**src/rtl/btn_event_arbiter_if.sv**
```systemverilog
// btn_event_arbiter_if: button pulse inputs and the event valid/ready stream of btn_event_arbiter.
// DropCnt exists only when BTN_ARB_DROPCNT_EN is defined.
interface btn_event_arbiter_if #(
   parameter int N_BTN = 4,
   parameter int IDW = 2
);
   logic [N_BTN-1:0] BtnPulse;
   logic             EvReady;
   logic             EvValid;
   logic [IDW-1:0]   EvId;
   logic [N_BTN-1:0] Pending;
   logic             Full;
`ifdef BTN_ARB_DROPCNT_EN
   logic [7:0]       DropCnt;
   modport slave (input BtnPulse, EvReady, output EvValid, EvId, Pending, Full, DropCnt);
   modport master (output BtnPulse, EvReady, input EvValid, EvId, Pending, Full, DropCnt);
`else
   modport slave (input BtnPulse, EvReady, output EvValid, EvId, Pending, Full);
   modport master (output BtnPulse, EvReady, input EvValid, EvId, Pending, Full);
`endif
endinterface

```
**src/rtl/btn_event_arbiter.sv**
```systemverilog
// btn_event_arbiter: latches button press pulses, grants them round-robin into an event FIFO.
// Define BTN_ARB_DROPCNT_EN to add the saturating merged-press counter DropCnt.
module btn_event_arbiter #(
   parameter int N_BTN = 4,
   parameter int IDW = 2,
   parameter int DEPTH = 4,
   parameter int PW = 2
) (
   input logic Clk,
   input logic Rst,
   btn_event_arbiter_if.slave bus
);
   logic [N_BTN-1:0] pending, clr;
   logic [IDW-1:0]   rr_ptr, winner, idx;
   logic [IDW-1:0]   mem [DEPTH];
   logic [PW-1:0]    rd, wr;
   logic [PW:0]      count;
   logic             found, full, grant, pop;
   // idx wraps explicitly so non power-of-2 N_BTN never searches a missing bit
   always_comb begin
      winner = '0;
      found = 1'b0;
      idx = rr_ptr;
      for (int k = 0; k < N_BTN; k++) begin
         if (!found && pending[idx]) begin
            winner = idx;
            found = 1'b1;
         end
         idx = (idx == IDW'(N_BTN - 1)) ? '0 : idx + 1'b1;
      end
   end
   assign full = count == (PW+1)'(DEPTH);
   assign grant = found && !full;
   assign pop = (count != '0) && bus.EvReady;
   assign clr = grant ? (N_BTN'(1) << winner) : '0;
   always_ff @(posedge Clk) begin
      if (!Rst) begin
         pending <= '0;
         rr_ptr <= '0;
         rd <= '0;
         wr <= '0;
         count <= '0;
      end else begin
         pending <= (pending & ~clr) | bus.BtnPulse;
         if (grant) begin
            wr <= wr + 1'b1;
            rr_ptr <= (winner == IDW'(N_BTN - 1)) ? '0 : winner + 1'b1;
         end
         if (pop) rd <= rd + 1'b1;
         count <= count + (PW+1)'(grant) - (PW+1)'(pop);
      end
   end
   always_ff @(posedge Clk)
      if (Rst && grant) mem[wr] <= winner;
   assign bus.EvValid = count != '0;
   assign bus.EvId = (count != '0) ? mem[rd] : '0;
   assign bus.Pending = pending;
   assign bus.Full = full;
`ifdef BTN_ARB_DROPCNT_EN
   logic [7:0] drop_cnt;
   always_ff @(posedge Clk)
      if (!Rst) drop_cnt <= '0;
      else if (|(bus.BtnPulse & pending & ~clr) && drop_cnt != 8'hFF) drop_cnt <= drop_cnt + 1'b1;
   assign bus.DropCnt = drop_cnt;
`endif
endmodule
```
**src/flat_wrapper.sv**
```systemverilog
// flat-port wrapper written by rule: the top's interface ports become plain ports
module btn_event_arbiter_flat 
#(
   parameter int N_BTN = 4,
   parameter int IDW = 2,
   parameter int DEPTH = 4,
   parameter int PW = 2
)
  (Clk, Rst, bus_BtnPulse, bus_EvReady, bus_EvValid, bus_EvId, bus_Pending, bus_Full);
  btn_event_arbiter_if #(.N_BTN(N_BTN), .IDW(IDW)) bus_i ();
  input logic Clk;
  input logic Rst;
  input wire logic [$bits(bus_i.BtnPulse)-1:0] bus_BtnPulse;
  input wire logic [$bits(bus_i.EvReady)-1:0] bus_EvReady;
  output wire logic [$bits(bus_i.EvValid)-1:0] bus_EvValid;
  output wire logic [$bits(bus_i.EvId)-1:0] bus_EvId;
  output wire logic [$bits(bus_i.Pending)-1:0] bus_Pending;
  output wire logic [$bits(bus_i.Full)-1:0] bus_Full;
  assign bus_i.BtnPulse = bus_BtnPulse;
  assign bus_i.EvReady = bus_EvReady;
  assign bus_EvValid = bus_i.EvValid;
  assign bus_EvId = bus_i.EvId;
  assign bus_Pending = bus_i.Pending;
  assign bus_Full = bus_i.Full;
  btn_event_arbiter #(.N_BTN(N_BTN), .IDW(IDW), .DEPTH(DEPTH), .PW(PW)) u_core (.Clk(Clk), .Rst(Rst), .bus(bus_i));
endmodule
```
**config.mk**
```make
export PLATFORM = sky130hd
export DESIGN_NAME = btn_event_arbiter_flat
export DESIGN_NICKNAME = d
export VERILOG_FILES = /design/src/rtl/btn_event_arbiter_if.sv /design/src/rtl/btn_event_arbiter.sv /design/src/flat_wrapper.sv
export SDC_FILE = /design/constraint.sdc
export NUM_CORES = 1
export LEC_CHECK = 0
export BUFFER_PORTS_ARGS = -buffer_cell sky130_fd_sc_hd__buf_2
export CORE_AREA = 2 2 62 64
export DETAILED_ROUTE_END_ITERATION = 8
export DIE_AREA = 0 0 64 66
export GPL_TIMING_DRIVEN = 0
export RECOVER_POWER = 50
export SETUP_SLACK_MARGIN = 0.3
export SLEW_MARGIN = 25
export SYNTH_ARGS = -nofsm -noshare
export SYNTH_HDL_FRONTEND = slang
export SYNTH_SLANG_ARGS = --single-unit
```
**constraint.sdc**
```tcl
create_clock -name Clk -period 4.14 [get_ports Clk]
set_clock_uncertainty 0.05 [all_clocks]
set_input_delay 0.207 -clock Clk [delete_from_list [all_inputs] [get_ports Clk]]
set_output_delay 0.207 -clock Clk [all_outputs]
set_load 0.01 [all_outputs]
```
==> impl_metrics.toml, run 1 <==
[route]
via_per_inst = 5.38
wire_per_inst_um = 14.4
postRouteAntennaNets = 0
route.detailed.drc = 0
drt_pass1_iterations = 4
dr_total_vias = 1109
wl_um = 2970
drt_iter0_markers = 32

[clock_tree]
cts_resized = 0
post_cts_buffers = 0
clkTransAtPathRegs_ns = 0.13
clock-sinks = 23
cts_tree = "done"
cts_hold_buf = 0
cts-root-buf = "clkbuf_4"
clk_latency_ns = 0.31
clk_path_buf_depth = 2
htreeDepth = 1
numCtsBuffers = 3

[floorplan]
ioPinCount = 15
rows = 22
initial_utilization_pct = 42.9
dieArea_mm2 = 0.00422
die_w_um = 64
die_h_um = 66
fp.coreArea_mm2 = 0.00355

[worst_setup_path]
crit_path_max_incr_delay_ns = 0.53
critical_path_required_ns = 4.31
r2r_start = "u_core.rr_ptr[0]$_SDFFE_PN0P_"
worstSetupStartpoint = "u_core.rr_ptr[0]$_SDFFE_PN0P_"
cp.arrival_ns = 3.51
start_kind = "flop"
endpoint_kind = "flop"
r2r_setup_slack_ns = 0.80
critPathMaxFanout = 10
cp_cell_sequence = "ha_1, xor2_1, o311ai_0, a21oi_2, o31a_1, buf_12, ha_1, fa_1, xnor2_1, xnor2_1, and2_1"
critical_path_class = "reg2reg"
cpMaxStageDelayCell = "dfxtp_1"

[pwr]
peakVddDrop_mv = 0.344
leakage_nw = 0.651
power_density_mw_per_mm2 = 834

[synth]
synth-seq-area-share_pct = 35.5
syn-cell-area_mm2 = 0.00152
synth_area_per_cell_um2 = 10.8
synth.distinct_cells = 48
synth_top_area_cell = "dfxtp_1"
synth-edff-count = 8
synth_nets = 160
synthTopCellsByCount = "15 x dfxtp_1, 11 x ha_1, 11 x inv_1"
yosysMostFrequentCell = "dfxtp_1"
synth_seq_cells = 23
ys_top_cells_by_area = "dfxtp_1 20%, edfxtp_1 16%, ha_1 9.0%, a31oi_4 5.6%, mux4_2 4.4%"
synthFlopType = "dfxtp_1"
yosys_warnings = 0
synthCells = 141
synth_top_area_share_pct = 19.7
async_reset_ff_share_pct = 0

[global_routing]
antenna_found_initial = 0
grt_overflow_total = 0
grt_use_total_pct = 15.4
grt_pass1_vias = 1056
grt_pass1_wl_um = 5020
grt_max_degree = 14

[sta]
setup_viol = 0
max-slew-margin-rel_pct = 72.5
tightest_slew_ns = 0.407
timing.final.crit_share_pct = 80.6
finalHoldWorstSlack_ns = 0.120
final_hold_viol_count = 0
rsz0062_at_grt = "no"
fin_crit_ns = 3.34
tns_ns = 0
fmax_ghz = 0.300
drv_slew = 0

[placed_design]
hpwl_um = 2250
place.gp.congestion = 0.837
dp_cells = 202
port_buffers = 13
place_area_mm2 = 0.00165

[cells_and_area]
utilization_pct = 46.7
final_layout_size_suffix_gt1_share_pct = 17.1
nNetsFinal = 178
num_antenna_cells = 0
n_fill_cell = 340
finalInstanceArea_mm2 = 0.00166
layout.cells.non_filler = 206
area_growth_pct = 8.78

[min_path]
hp-start = "bus_BtnPulse[0]"
hp-class = "in2reg"

[run_status]
status = "completed"

[job]
drv_cap = 0
-- worst paths after layout --
path                                      endpoint  depth (start not counted)
setup / recovery        u_core.count[2]$_SDFF_PN0_                         11
hold / removal    u_core.bus.Pending[0]$_SDFF_PN0_                          3
setup reg to reg        u_core.count[2]$_SDFF_PN0_                         11
hold reg to reg          u_core.wr[1]$_SDFFE_PN0P_                          2
-- cells in the final DEF, fill, tap and decap left out, types with 5 or more instances in the layout --
| master | count |
|---|---|
| inv_1 | 11 |
| ha_1 | 11 |
| nor2b_1 | 8 |
| buf_2 | 6 |
| xnor2_1 | 5 |
| nand2_1 | 7 |
| clkbuf_1 | 12 |
| dfxtp_1 | 15 |
| and2_1 | 6 |
| edfxtp_1 | 8 |
| o21ai_0 | 6 |
-- report_power, final --
group          switching (W)  internal [W]
sequential         0.0000551      0.000332
combinational       0.000479      0.000412
clock              0.0000688     0.0000361
-- stage by stage --
stage	worst slack (ns)	power, W
global route	0.576	0.00152
global placement	0.993	0.00127
floorplan	1.14	0.00112
detailed placement	0.936	0.00131
finish	0.801	0.00138
CTS	0.913	0.00142
-- metal layers --
layer / vias to the layer above / wire (um) / global-route usage, %
met2: 17 / 1380 / 25.4
met4: 0 / 17 / 3.26
li1: 545 / - / -
met1: 545 / 1480 / 20.6
met5: - / 0 / 0
met3: 2 / 101 / 3.58
-- layout make-up --
cell class,count,area (um^2),share of cell area [%]
inverters,11,41.3,2.49
flip-flops and latches,23,541,32.6
well taps,48,60.1,3.62
clock buffers,3,22.5,1.36
multi-input cells,98,866,52.2
repair buffers,13,55.1,3.32
clock inverters,1,5.00,0.302
plain buffers,9,67.6,4.08
-- critical path: cells and delay by family, from the launching register on --
family                   cells  cell delay (ns)
XOR/XNOR                     3             0.44
AO/OA/AOI/OAI                3             0.95
AND/OR/NAND/NOR              1             0.15
buffers and inverters        1             0.20
adder cells (fa/ha/maj)      3             0.92
flip-flops                   1             0.53
-- sequential cells by signal (all words and copies together), names as in the netlist, named ones only --
signal              cells
u_core.bus.Pending      4
u_core.count            3
u_core.mem              8
u_core.rd               2
u_core.rr_ptr           2
u_core.wr               2
-- cells by family after synthesis --
family,after synthesis,synth area share (%)
xor gates and xnor gates,6,3.45
DFF,23,35.5
muxes,8,8.95
AOI/OAI and AO/OA,28,17.6
adders and majority gates,12,10.3
and+or+nand+nor,44,17.1
buffers and inverters,20,7.14
Note: power is estimated with default switching activity, not from simulation.
==> run 2: changes to the inputs <==
clock period = 3.5 ns   (was 4.14 ns; I/O delays follow)
==> run 2 against run 1 <==
Against the previous run: setup slack lost 0.47 ns; fmax grew 5.5%; utilization grew 0.49 points; flip-flop and latch count is the same; sequential power grew 19%; cell area grew 1.1%; first-iteration DRC count grew 6.3%.
==> impl_metrics.toml, run 2 (synthesized netlist as in run 1, its figures left out) <==
[run_status]
status = "completed"

[worst_setup_path]
critical_path_class = "reg2reg"
cpMostUsedCell = "xnor2_1"
critical_path_required_ns = 3.67
cp_top_family = "adder cells"
cp.arrival_ns = 3.34
cpMaxStageDelayCell = "dfxtp_1"
r2r_setup_slack_ns = 0.33
crit_path_max_incr_delay_ns = 0.57
cp_cell_sequence = "ha_4, buf_6, mux4_2, o31a_4, buf_12, ha_1, fa_1, xnor2_1, xnor2_1, and2_1"
start_kind = "flop"
path_buf_inv = 2
critPathMaxFanout = 10
endpoint_kind = "flop"

[pwr]
p_sw_w = 0.000720
intPower_w = 0.000945
p_sw_share_pct = 43.2
peakVddDrop_mv = 0.424
power_frac_seq_pct = 27.7
leakage_nw = 0.657
power_density_mw_per_mm2 = 994
comb_power_share_pct = 64.8
p_clk_share_pct = 7.5

[global_routing]
antenna_found_initial = 0
grt_pass1_vias = 1053
grt_overflow_total = 0
grt_max_degree = 14
grt_use_total_pct = 15.4
grt_pass1_wl_um = 5000

[floorplan]
die_h_um = 66
rows = 22
initial_utilization_pct = 42.9
die_w_um = 64
ioPinCount = 15
dieArea_mm2 = 0.00422
fp.coreArea_mm2 = 0.00355

[cells_and_area]
regMostFlops = "u_core.mem"
final_layout_size_suffix_gt1_share_pct = 17.7
nNetsFinal = 178
area_growth_pct = 9.93
n_fill_cell = 339
layout_commonest_cell = "dfxtp_1"
multiInputGateArea_um2 = 883
num_antenna_cells = 0
largest_reg_flops = 8
final_cell_mix = "15 x dfxtp_1, 12 x clkbuf_1, 11 x inv_1"
regArea_um2 = 541

[sta]
tns_ns = 0
setup_viol = 0
fmax_ghz = 0.316
max-slew-margin-rel_pct = 73.5
worst_slack_ns = 0.334
final_hold_viol_count = 0
drv_slew = 0
rsz0062_at_grt = "no"
tightest_slew_ns = 0.398
timing.final.crit_share_pct = 90.4
fin_crit_ns = 3.17

[clock_tree]
cts_tree = "done"
clk_latency_ns = 0.32
htreeDepth = 1
cts_hold_buf = 0
clk_path_buf_depth = 2
numCtsBuffers = 3
clock-sinks = 23
cts-root-buf = "clkbuf_4"
clkTransAtPathRegs_ns = 0.13

[placed_design]
dp_slack_ns = 0.296
place.gp.congestion = 0.837
hpwl_um = 2250
port_buffers = 13

[route]
wl_um = 2950
via_per_inst = 5.34
postRouteAntennaNets = 0
drt_pass1_iterations = 4
wire_per_inst_um = 14.3
drt_iter0_markers = 34
route.detailed.drc = 0
dr_total_vias = 1101

[job]
drv_cap = 0

[min_path]
hp-class = "in2reg"
==> run 2: worst min-delay path: cells and delay by family <==
kind            cells  cell delay (ns)
compound gates      1             0.11
buf+inv             2             0.13
==> run 2: worst paths after layout <==
| path | start | endpoint | cells after the start |
|---|---|---|---|
| max reg2reg | u_core.rr_ptr[0]$_SDFFE_PN0P_ | u_core.count[2]$_SDFF_PN0_ | 10 |
| min | bus_BtnPulse[0] | u_core.bus.Pending[0]$_SDFF_PN0_ | 3 |
| max | u_core.rr_ptr[0]$_SDFFE_PN0P_ | u_core.count[2]$_SDFF_PN0_ | 10 |
| min reg2reg | u_core.wr[1]$_SDFFE_PN0P_ | u_core.wr[1]$_SDFFE_PN0P_ | 2 |
==> run 2: layout make-up <==
| cell class | count | area share (%) |
|---|---|---|
| Timing Repair Buffer | 13 | 3.29 |
| Inverter | 11 | 2.46 |
| Clock buffer | 3 | 1.34 |
| Sequential cell | 23 | 32.3 |
| Buffer | 9 | 4.03 |
| Tap cell | 48 | 3.58 |
| Multi-Input combinational cell | 98 | 52.7 |
| Clock inverter | 1 | 0.299 |
==> run 2: routing by layer <==
metal	track usage, %	vias up	wire length [um]
met5	0	-	0
met4	3.26	0	17
met3	3.58	2	96
met2	25.3	17	1370
met1	20.7	541	1470
li1	-	541	-
==> run 2: repair_timing <==
action	4_1_cts	5_1_grt
setup endpoints to repair	1	1
cloned	0	0
hold endpoints to repair	0	0
setup buffers	0	0
gates resized for setup	1	1
==> run 2: through the flow <==
step | power [W] | instances | hold WS, ns | util (%) | instance area, um^2
after detailed placement | 0.00155 | 202 | 0.420 | 46.4 | 1650
final | 0.00167 | 206 | 0.0841 | 47.2 | 1680
after global placement | 0.00150 | 202 | 0.405 | 46.4 | 1650
after floorplan | 0.00132 | 141 | 0.306 | - | 1520
after CTS | 0.00170 | 206 | 0.0790 | 47.6 | 1690
after global routing | 0.00182 | 206 | 0.0956 | 47.2 | 1680
==> run 2: power groups by stage <==
| stage | sequential (W) | combinational, W | clock (W) |
|---|---|---|---|
| 6_report | 0.000461 | 0.00108 | 0.000126 |
| 5_1_grt | 0.000473 | 0.00121 | 0.000141 |
| 4_1_cts | 0.000462 | 0.00110 | 0.000130 |
| 3_5_place_dp | 0.000465 | 0.00109 | 0 |
| 3_3_place_gp | 0.000457 | 0.00105 | 0 |
| 2_1_floorplan | 0.000449 | 0.000874 | 0 |
==> run 3: changes to the inputs <==
--- a/config.mk
+++ b/config.mk
@@ -10,7 +10,7 @@
 export DETAILED_ROUTE_END_ITERATION = 8
 export DIE_AREA = 0 0 64 66
-export GPL_TIMING_DRIVEN = 0
 export RECOVER_POWER = 50
 export SETUP_SLACK_MARGIN = 0.3
+export SKIP_CTS_REPAIR_TIMING = 1
 export SLEW_MARGIN = 25
 export SYNTH_ARGS = -nofsm -noshare
--- a/constraint.sdc
+++ b/constraint.sdc
@@ -3,3 +3,3 @@
 set_input_delay 0.175 -clock Clk [delete_from_list [all_inputs] [get_ports Clk]]
 set_output_delay 0.175 -clock Clk [all_outputs]
-set_load 0.01 [all_outputs]
+set_load 0.005 [all_outputs]
==> run 3 against run 2 <==
Against the previous run: global-route usage is 0.63 points lower; fmax is 2.9% higher; sequential power hardly changed; clock-buffer cell count stayed put; largest power group unchanged; highest routed layer unchanged.
==> impl_metrics.toml, run 3 (synthesized netlist as in run 1, its figures left out) <==
[cells_and_area]
regMostFlops = "u_core.mem"
area_growth_pct = 6.73
largest_reg_flops = 8
utilization_pct = 45.8
final_cell_mix = "15 x dfxtp_1, 12 x buf_2, 11 x inv_1, 11 x ha_1"
layout_commonest_cell = "dfxtp_1"
n_fill_cell = 344
num_antenna_cells = 0
nNetsFinal = 172
final_layout_size_suffix_gt1_share_pct = 21.1

[floorplan]
fp.coreArea_mm2 = 0.00355
ioPinCount = 15
initial_utilization_pct = 42.9
dieArea_mm2 = 0.00422
die_h_um = 66
die_w_um = 64
rows = 22

[sta]
finalHoldWorstSlack_ns = 0.102
tns_ns = 0
rsz0062_at_grt = "no"
setup_viol = 0
fin_crit_ns = 3.08
tightest_slew_ns = 0.391
max-slew-margin-rel_pct = 73.9
drv_slew = 0
fmax_ghz = 0.325
timing.final.crit_share_pct = 87.9
final_hold_viol_count = 0

[worst_setup_path]
cpMaxStageDelayCell = "ha_1"
critical_path_required_ns = 3.67
endpoint_kind = "flop"
cp_cell_sequence = "ha_1, xor2_1, o311ai_1, a21oi_2, o31a_4, ha_1, fa_1, xnor2_1, xnor2_1, and2_1"
r2r_setup_slack_ns = 0.42
crit_path_max_incr_delay_ns = 0.46
critical_path_class = "reg2reg"
critPathMaxFanout = 14
cp.arrival_ns = 3.24
start_kind = "flop"

[clock_tree]
clock-sinks = 23
clkTransAtPathRegs_ns = 0.12
cts-root-buf = "clkbuf_4"
htreeDepth = 1
clk_path_buf_depth = 2
cts_tree = "done"
numCtsBuffers = 3
clk_latency_ns = 0.31

[global_routing]
grt_pass1_wl_um = 4840
grt_use_total_pct = 14.8
grt_pass1_vias = 1015
grt_max_degree = 25
grt_overflow_total = 0
antenna_found_initial = 0

[route]
wl_um = 2740
drt_pass1_iterations = 4
drt_iter0_markers = 52
via_per_inst = 5.25
route.detailed.drc = 0
wire_per_inst_um = 13.7
postRouteAntennaNets = 0
dr_total_vias = 1049

[pwr]
leakage_nw = 0.658
power_density_mw_per_mm2 = 947
peakVddDrop_mv = 0.313

[placed_design]
port_buffers = 14
place.gp.congestion = 0.842
hpwl_um = 2090

[run_status]
status = "completed"

[min_path]
hp-class = "in2reg"

[job]
drv_cap = 0
-- run 3: per-stage QoR --
stage,setup WS (ns),instances,power [W],instance area (um^2)
2_1_floorplan,0.500,141,0.00131,1520
3_3_place_gp,0.464,196,0.00142,1600
3_5_place_dp,0.397,196,0.00145,1600
4_1_cts,0.386,200,0.00157,1630
5_1_grt,0.205,200,0.00170,1630
6_report,0.424,200,0.00154,1630
-- run 3: area by class of cell --
| class | instances | area (um^2) | area share, % |
|---|---|---|---|
| Sequential cell | 23 | 541 | 33.2 |
| Timing Repair Buffer | 16 | 82.6 | 5.08 |
| Multi-Input combinational cell | 98 | 875 | 53.8 |
| Inverter | 11 | 41.3 | 2.54 |
| Clock buffer | 3 | 22.5 | 1.38 |
| Clock inverter | 1 | 5.00 | 0.308 |
| Tap cell | 48 | 60.1 | 3.69 |
-- run 3: per-layer routing --
metal  vias up  wire length (um)  global-route usage (%)
met5         -                 0                       0
met4         0                17                    4.08
met3         2               101                    3.07
met2        18              1290                    24.3
met1       503              1330                    19.6
li1        526                 -                       -
-- run 3: path summary, 6_finish.rpt --
path,from,endpoint,depth (start not counted)
setup / recovery,u_core.rr_ptr[0]$_SDFFE_PN0P_,u_core.count[2]$_SDFF_PN0_,10
hold / removal,bus_BtnPulse[1],u_core.bus.Pending[1]$_SDFF_PN0_,3
setup reg to reg,u_core.rr_ptr[0]$_SDFFE_PN0P_,u_core.count[2]$_SDFF_PN0_,10
hold reg to reg,u_core.wr[1]$_SDFFE_PN0P_,u_core.wr[1]$_SDFFE_PN0P_,2
-- run 3: worst max-delay path, delay by kind of cell (launching register included) --
family	cells	cell delay (ns)
flops	1	0.34
simple gates	1	0.15
compound gates	3	0.88
xor+xnor	3	0.48
fa+ha+maj	3	1.09
-- run 3: where the power goes --
group / leakage, nW / internal (W) / switching (W)
clock: 0.0177 / 0.0000427 / 0.0000786
combinational: 0.442 / 0.000445 / 0.000514
sequential: 0.198 / 0.000392 / 0.0000687
